`config.mk`:
```
export PLATFORM = sky130hd
export DESIGN_NAME = chirp_seq_ctrl_flat
export DESIGN_NICKNAME = d
export VERILOG_FILES = /design/src/rtl/chirp_seq_ctrl_if.sv /design/src/rtl/chirp_seq_ctrl.sv /design/src/flat_wrapper.sv
export SDC_FILE = /design/constraint.sdc
export NUM_CORES = 1
export LEC_CHECK = 0
export ABC_AREA = 1
export CORE_MARGIN = 5
export CORE_UTILIZATION = 49
export CTS_BUF_LIST = sky130_fd_sc_hd__clkbuf_4
export CTS_CLUSTER_SIZE = 10
export DETAILED_ROUTE_END_ITERATION = 6
export PLACE_DENSITY = 0.77
export SKIP_CTS_REPAIR_TIMING = 1
export SLEW_MARGIN = 20
export SYNTH_ARGS = -nofsm -noshare
export SYNTH_HDL_FRONTEND = slang
export SYNTH_SLANG_ARGS = --single-unit
```
`constraint.sdc`:
```
create_clock -name clk_48 -period 4.8 [get_ports clk_48]
set_input_delay 1.44 -clock clk_48 [delete_from_list [all_inputs] [get_ports clk_48]]
set_output_delay 1.44 -clock clk_48 [all_outputs]
set_load 0.01 [all_outputs]
```
`src/rtl/chirp_seq_ctrl_if.sv`:
```
// Chirp DDS word bus: 4-phase REQ/ACK crossing plus held DDS words.
// master drives REQ/DDS_*, slave (DDS stage side) drives ACK.
interface chirp_seq_ctrl_if;
   logic        REQ;
   logic        ACK;
   logic [47:0] DDS_freq;
   logic [47:0] DDS_delta_freq;
   logic [31:0] DDS_delta_rate;

   modport master (
      output REQ,
      output DDS_freq,
      output DDS_delta_freq,
      output DDS_delta_rate,
      input  ACK
   );

   modport slave (
      input  REQ,
      input  DDS_freq,
      input  DDS_delta_freq,
      input  DDS_delta_rate,
      output ACK
   );
endinterface

```
`src/rtl/chirp_seq_ctrl.sv`:
```
// Chirp sequencer (clk_48): captures a chirp config, pushes the DDS words
// to the 96 MHz stage over a 4-phase REQ/ACK bus and drives the start gate.
// Ports: clk_48/rst (sync, active high); cfg_* + cfg_wr config capture;
//   arm/abort burst control; dds bus (REQ/ACK/DDS_*); start, busy,
//   cfg_valid, cfg_err, pulse_cnt, tmo_err status.
// Option: define CHIRP_SEQ_TIMEOUT_EN for the ACK watchdog (TMO_CYC).
module chirp_seq_ctrl #(
   parameter int CNT_W   = 32,
   parameter int NP_W    = 16,
   parameter int TMO_CYC = 1024
) (
   input  logic             clk_48,
   input  logic             rst,
   input  logic             cfg_wr,
   input  logic [47:0]      cfg_freq,
   input  logic [47:0]      cfg_delta_freq,
   input  logic [31:0]      cfg_delta_rate,
   input  logic [CNT_W-1:0] cfg_pulse_len,
   input  logic [CNT_W-1:0] cfg_period,
   input  logic [NP_W-1:0]  cfg_num_pulses,
   input  logic             arm,
   input  logic             abort,
   chirp_seq_ctrl_if.master dds,
   output logic             start,
   output logic             busy,
   output logic             cfg_valid,
   output logic             cfg_err,
   output logic [NP_W-1:0]  pulse_cnt,
   output logic             tmo_err
);

   typedef enum logic [2:0] {
      IDLE,
      XFER_REQ,
      XFER_REL,
      READY,
      PULSE,
      GAP
   } state_t;

   localparam logic [CNT_W:0] ONE = (CNT_W+1)'(1);
   localparam logic [CNT_W:0] TWO = (CNT_W+1)'(2);

   state_t state, state_nx;

   logic [47:0]      sh_freq, sh_dfreq;
   logic [31:0]      sh_rate;
   logic [CNT_W-1:0] sh_len, sh_period;
   logic [NP_W-1:0]  sh_np;
   logic             pending;

   logic [47:0]      dds_freq_q, dds_dfreq_q;
   logic [31:0]      dds_rate_q;

   // cycles since the current pulse rose
   logic [CNT_W:0]   ph_cnt;
   logic [CNT_W:0]   len_x, per_x, eff_period;

   logic idle_rdy, xfer_st;
   logic cfg_ok, arm_ok;
   logic len_done, gap_done, last_pulse;
   logic tmo_hit;

   assign idle_rdy = (state == IDLE) || (state == READY);
   assign xfer_st  = (state == XFER_REQ) || (state == XFER_REL);

   assign cfg_ok = cfg_wr && idle_rdy;
   // cfg_wr and abort both take precedence over a same-cycle arm
   assign arm_ok = arm && (state == READY) && !cfg_wr && !abort
                   && !pending && (sh_len != '0);

   // period is stretched so start always has >= 2 low cycles
   assign len_x      = {1'b0, sh_len};
   assign per_x      = {1'b0, sh_period};
   assign eff_period = (per_x > len_x + TWO) ? per_x : len_x + TWO;

   assign len_done   = (ph_cnt == len_x - ONE);
   assign gap_done   = (ph_cnt == eff_period - ONE);
   assign last_pulse = (sh_np != '0) && (pulse_cnt == sh_np);

   assign start = (state == PULSE);
   assign busy  = xfer_st || (state == PULSE) || (state == GAP);

   assign dds.REQ            = (state == XFER_REQ);
   assign dds.DDS_freq       = dds_freq_q;
   assign dds.DDS_delta_freq = dds_dfreq_q;
   assign dds.DDS_delta_rate = dds_rate_q;

   always_comb begin
      state_nx = state;
      unique case (state)
         IDLE, READY: begin
            // a stale ACK holds off the request until it clears
            if (pending && !dds.ACK) state_nx = XFER_REQ;
            else if (arm_ok)         state_nx = PULSE;
         end
         XFER_REQ: begin
            if (tmo_hit)      state_nx = IDLE;
            else if (dds.ACK) state_nx = XFER_REL;
         end
         XFER_REL: begin
            if (tmo_hit)       state_nx = IDLE;
            else if (!dds.ACK) state_nx = READY;
         end
         PULSE: begin
            if (abort)         state_nx = READY;
            else if (len_done) state_nx = GAP;
         end
         GAP: begin
            if (abort)         state_nx = READY;
            else if (gap_done) state_nx = last_pulse ? READY : PULSE;
         end
         default: state_nx = IDLE;
      endcase
   end

   always_ff @(posedge clk_48) begin
      if (rst) begin
         state       <= IDLE;
         pending     <= 1'b0;
         sh_freq     <= '0;
         sh_dfreq    <= '0;
         sh_rate     <= '0;
         sh_len      <= '0;
         sh_period   <= '0;
         sh_np       <= '0;
         dds_freq_q  <= '0;
         dds_dfreq_q <= '0;
         dds_rate_q  <= '0;
         ph_cnt      <= '0;
         pulse_cnt   <= '0;
         cfg_valid   <= 1'b0;
         cfg_err     <= 1'b0;
      end else begin
         state   <= state_nx;
         cfg_err <= (cfg_wr && !idle_rdy) || (arm && !arm_ok);

         if (cfg_ok) begin
            sh_freq   <= cfg_freq;
            sh_dfreq  <= cfg_delta_freq;
            sh_rate   <= cfg_delta_rate;
            sh_len    <= cfg_pulse_len;
            sh_period <= cfg_period;
            sh_np     <= cfg_num_pulses;
            pending   <= 1'b1;
         end else if (xfer_st && (state_nx == READY || state_nx == IDLE)) begin
            pending <= 1'b0;
         end

         // words only move while the bus is quiet
         if (idle_rdy && !dds.ACK) begin
            dds_freq_q  <= sh_freq;
            dds_dfreq_q <= sh_dfreq;
            dds_rate_q  <= sh_rate;
         end

         if (state == XFER_REL && state_nx == READY)
            cfg_valid <= 1'b1;

         if (state_nx == PULSE && state != PULSE)
            ph_cnt <= '0;
         else if (state == PULSE || state == GAP)
            ph_cnt <= ph_cnt + ONE;

         if (arm_ok)
            pulse_cnt <= NP_W'(1);
         else if (state == GAP && state_nx == PULSE)
            pulse_cnt <= pulse_cnt + NP_W'(1);
      end
   end

`ifdef CHIRP_SEQ_TIMEOUT_EN
   localparam int TW = $clog2(TMO_CYC + 1);

   logic [TW-1:0] tmo_cnt;

   assign tmo_hit = xfer_st && (tmo_cnt == TW'(TMO_CYC - 1));

   always_ff @(posedge clk_48) begin
      if (rst) begin
         tmo_cnt <= '0;
         tmo_err <= 1'b0;
      end else begin
         if (state_nx != state) tmo_cnt <= '0;
         else if (xfer_st)      tmo_cnt <= tmo_cnt + TW'(1);
         if (tmo_hit) tmo_err <= 1'b1;
      end
   end
`else
   assign tmo_hit = 1'b0;
   assign tmo_err = 1'b0;
`endif

endmodule

```
`src/flat_wrapper.sv`:
```
// flat-port wrapper written by rule: the top's interface ports become plain ports
module chirp_seq_ctrl_flat 
#(
   parameter int CNT_W   = 32,
   parameter int NP_W    = 16,
   parameter int TMO_CYC = 1024
)
  (clk_48, rst, cfg_wr, cfg_freq, cfg_delta_freq, cfg_delta_rate, cfg_pulse_len, cfg_period, cfg_num_pulses, arm, abort, start, busy, cfg_valid, cfg_err, pulse_cnt, tmo_err, dds_REQ, dds_DDS_freq, dds_DDS_delta_freq, dds_DDS_delta_rate, dds_ACK);
  chirp_seq_ctrl_if dds_i ();
  input  logic clk_48;
  input  logic rst;
  input  logic cfg_wr;
  input  logic [47:0] cfg_freq;
  input  logic [47:0] cfg_delta_freq;
  input  logic [31:0] cfg_delta_rate;
  input  logic [CNT_W-1:0] cfg_pulse_len;
  input  logic [CNT_W-1:0] cfg_period;
  input  logic [NP_W-1:0] cfg_num_pulses;
  input  logic arm;
  input  logic abort;
  output logic start;
  output logic busy;
  output logic cfg_valid;
  output logic cfg_err;
  output logic [NP_W-1:0] pulse_cnt;
  output logic tmo_err;
  output wire logic [$bits(dds_i.REQ)-1:0] dds_REQ;
  output wire logic [$bits(dds_i.DDS_freq)-1:0] dds_DDS_freq;
  output wire logic [$bits(dds_i.DDS_delta_freq)-1:0] dds_DDS_delta_freq;
  output wire logic [$bits(dds_i.DDS_delta_rate)-1:0] dds_DDS_delta_rate;
  input wire logic [$bits(dds_i.ACK)-1:0] dds_ACK;
  assign dds_REQ = dds_i.REQ;
  assign dds_DDS_freq = dds_i.DDS_freq;
  assign dds_DDS_delta_freq = dds_i.DDS_delta_freq;
  assign dds_DDS_delta_rate = dds_i.DDS_delta_rate;
  assign dds_i.ACK = dds_ACK;
  chirp_seq_ctrl #(.CNT_W(CNT_W), .NP_W(NP_W), .TMO_CYC(TMO_CYC)) u_core (.clk_48(clk_48), .rst(rst), .cfg_wr(cfg_wr), .cfg_freq(cfg_freq), .cfg_delta_freq(cfg_delta_freq), .cfg_delta_rate(cfg_delta_rate), .cfg_pulse_len(cfg_pulse_len), .cfg_period(cfg_period), .cfg_num_pulses(cfg_num_pulses), .arm(arm), .abort(abort), .dds(dds_i), .start(start), .busy(busy), .cfg_valid(cfg_valid), .cfg_err(cfg_err), .pulse_cnt(pulse_cnt), .tmo_err(tmo_err));
endmodule
```
==> results of run 1 <==
[power breakdown]
group          switching (W)  internal [W]  total [W]
clock network        0.00145       0.00142    0.00287
logic                0.00591       0.00440     0.0103
registers           0.000652       0.00425    0.00490
total                0.00801        0.0101     0.0181
[Yosys cell counts, types with 3 or more instances]
| cell | instances | share of area (%) |
|---|---|---|
| o21ai_0 | 343 | 8.8 |
| clkbuf_1 | 119 | 2.3 |
| xnor2_1 | 23 | 1.0 |
| nor2_2 | 45 | 1.4 |
| nand3_1 | 143 | 3.7 |
| ha_1 | 39 | 2.5 |
| nor3_1 | 38 | 0.97 |
| nand3_4 | 3 | 0.27 |
| nand2_1 | 414 | 7.9 |
| a21oi_1 | 102 | 2.6 |
| buf_2 | 26 | 0.67 |
| nor2_1 | 694 | 13 |
| inv_1 | 211 | 4.0 |
| nand4_1 | 46 | 1.5 |
| xor2_1 | 123 | 5.5 |
| nand3b_1 | 7 | 0.27 |
| nand2_2 | 10 | 0.32 |
| nor2_4 | 4 | 0.23 |
| buf_6 | 3 | 0.17 |
| buf_1 | 4 | 0.077 |
| nor4_1 | 21 | 0.67 |
| o22ai_1 | 4 | 0.13 |
| o21ai_1 | 5 | 0.13 |
| dfxtp_1 | 391 | 40 |
[metrics by stage]
step / setup WS, ns / cell area, um2 / utilization, % / power (W)
CTS: -0.975 / 26400 / 66.6 / 0.0170
detailed placement: -0.900 / 25100 / 63.4 / 0.0141
finish: -0.574 / 27400 / 69.2 / 0.0181
global placement: -0.796 / 25100 / 63.4 / 0.0139
global route: -0.924 / 27400 / 69.2 / 0.0194
floorplan: 0.00102 / 19600 / - / 0.00993
[layout make-up]
cell class	count	area share, %
Antenna cell	5	0.0456
Clock buffer	133	3.64
Clock inverter	51	1.02
Inverter	214	2.99
Multi-Input combinational cell	2092	40.4
Sequential cell	391	28.7
Tap cell	525	2.40
Timing Repair Buffer	617	20.8
[path summary, 6_finish.rpt]
kind | start | slack [ns] | cells after the start | to
worst max-delay path | u_core.sh_len[1] | -0.57 | 40 | u_core.ph_cnt[1]
worst min-delay path | u_core.sh_dfreq[7] | 0.47 | 2 | u_core.dds.DDS_delta_freq[7]
worst max register to register | u_core.sh_len[1] | -0.57 | 40 | u_core.ph_cnt[1]
worst min register to register | u_core.sh_dfreq[7] | 0.47 | 2 | u_core.dds.DDS_delta_freq[7]
[cells by family after synthesis]
logic type                 share of synthesized area [%]
AOI/OAI and AO/OA                                   12.0
DFF                                                 40.0
buffers and inverters                               7.53
adders and majority gates                           2.49
xor gates and xnor gates                            6.54
other                                             0.0192
and+or+nand+nor                                     31.4
[registers in the layout, indices dropped and copies added (netlist names)]
register	flops
u_core.dds.DDS_freq	48
u_core.ph_cnt	33
u_core.sh_len	32
u_core.state	3
u_core.pending	1
u_core.dds.DDS_delta_freq	48
u_core.sh_freq	48
u_core.pulse_cnt	16
u_core.dds.DDS_delta_rate	32
u_core.sh_dfreq	48
u_core.sh_np	16
u_core.cfg_valid	1
u_core.cfg_err	1
u_core.sh_period	32
u_core.sh_rate	32
[routing by layer]
metal,GRT usage [%],wire (um),up-vias
met4,10.8,2390,4
met2,49.1,33200,886
li1,-,-,10300
met1,39.1,29700,9970
met5,0,27,-
met3,9.43,6360,157
[worst reg2reg max path, delay by kind of cell, from the launching register on]
family	cells	cell delay (ns)
xor gates and xnor gates	1	0.17
and+or+nand+nor	30	3.34
adders and majority gates	2	0.43
DFF	1	0.37
buffers and inverters	7	0.96
==> results.cfg, run 1 <==
[status]
status = finished, violations left
violations = design-rule violations, negative setup slack

[synth]
ys_seq_area_share_pct = 40.0
ys_async_sr_fraction_pct = 0
yosysUniqueCellTypes = 48
synth-edff-count = 0
synth-seq-cells = 391
synth_warnings = 0
synth_nets = 3105
synthesis.area_um2 = 19600
synthCells = 2852
ys.flop_type = dfxtp_1
synth_area_per_cell_um2 = 6.86

[placement]
hpwl_mm = 52.3
port_buffers = 362
globalplace.congestion = 1.00
dp.cells = 3817

[setup_path]
end_kind = register
crit_required_ns = 5.52
worst-path-buf-inv = 7
cp_max_fo = 31
slowest_delay_ns = 0.37
path_common_cell = nand2_1
start_kind = register
critPathArrivalTime_ns = 6.09
critical_path_class = reg -> reg
crit_slowest_cell = dfxtp_4
cp_top_family = simple AND/OR/NAND/NOR gates

[floorplanning]
row_count = 73
core_area_um2 = 39600
num_io_pins = 364
start_util_pct = 49.3
die_h_um = 210
die_w_um = 210
die_area_um2 = 44000

[drt]
via_per_inst = 5.30
drt_iter0_drc = 1690
wirelength_mm = 71.7
post-route-drc-count = 2
via_count = 21400
antenna_left = 0
wl_per_cell_um = 17.8
dr.pass1.iters = 7

[grt]
first_global_vias = 20800
grt_first_pass_wirelength_mm = 109
grt.total_usage_pct = 30.6
antenna_found_initial = 8
overflow = 0
grt_max_degree = 145

[finish]
multiInputGateArea_um2 = 11100
fillers = 3393
nets = 3673
ff_latch_area_um2 = 7870
final_common_cell = nor2_1
drive_gt1_share_pct = 18.2
final_cell_mix = 660 x nor2_1, 373 x dfxtp_1, 369 x nand2_1
layout.cells.non_filler = 4028
syn_to_final_growth_pct = 40.2

[clock_network]
cts.htree.levels = 3
ctsRootBufferMaster = clkbuf_4
cts_inserted_buffers = 104
cts_tree = yes
clkSlewWorstSetupHoldPaths_ns = 0.07
clock-sinks = 391
clk_path_buf_depth = 3
clock_latency_ns = 0.83

[power_and_ir_drop]
ir_drop_uv = 366
p_leak_nw = 12.0
powerDensity_nw_per_um2 = 659

[sta]
rsz0062_at_grt = true
fin_skew_ns = 0.0720
slew_headroom_pct = 49.7
timing.final.crit_share_pct = 112
holdWs_ns = 0.468
slew_violations = 0
tightestPinTransition_ns = 0.754
tns_ns = -27.00
max_freq_mhz = 186
period_needed_ns = 5.37
finalWorstSetupSlack_ns = -0.574
finalSetupViolations = 51
final_hold_viol_count = 0

[job]
maxCapViolCount = 0

[min_path]
hold_class = reg -> reg
Power figures use the tool's default switching activity.
==> inputs of run 2 (changes only) <==
==> constraint.sdc (replaced) <==
create_clock -name clk_48 -period 4.8 [get_ports clk_48]
set_input_delay 1.44 -clock clk_48 [delete_from_list [all_inputs] [get_ports clk_48]]
set_output_delay 1.44 -clock clk_48 [all_outputs]
set_load 0.05 [all_outputs]
==> results of run 2 <==
Same layout as run 1 (identical final DEF). Status: finished, violations left: design-rule violations, negative setup slack.
Main changes from that run: total power 0.0181 W -> 0.0193 W; worst IR drop on VDD 366 uV -> 426 uV
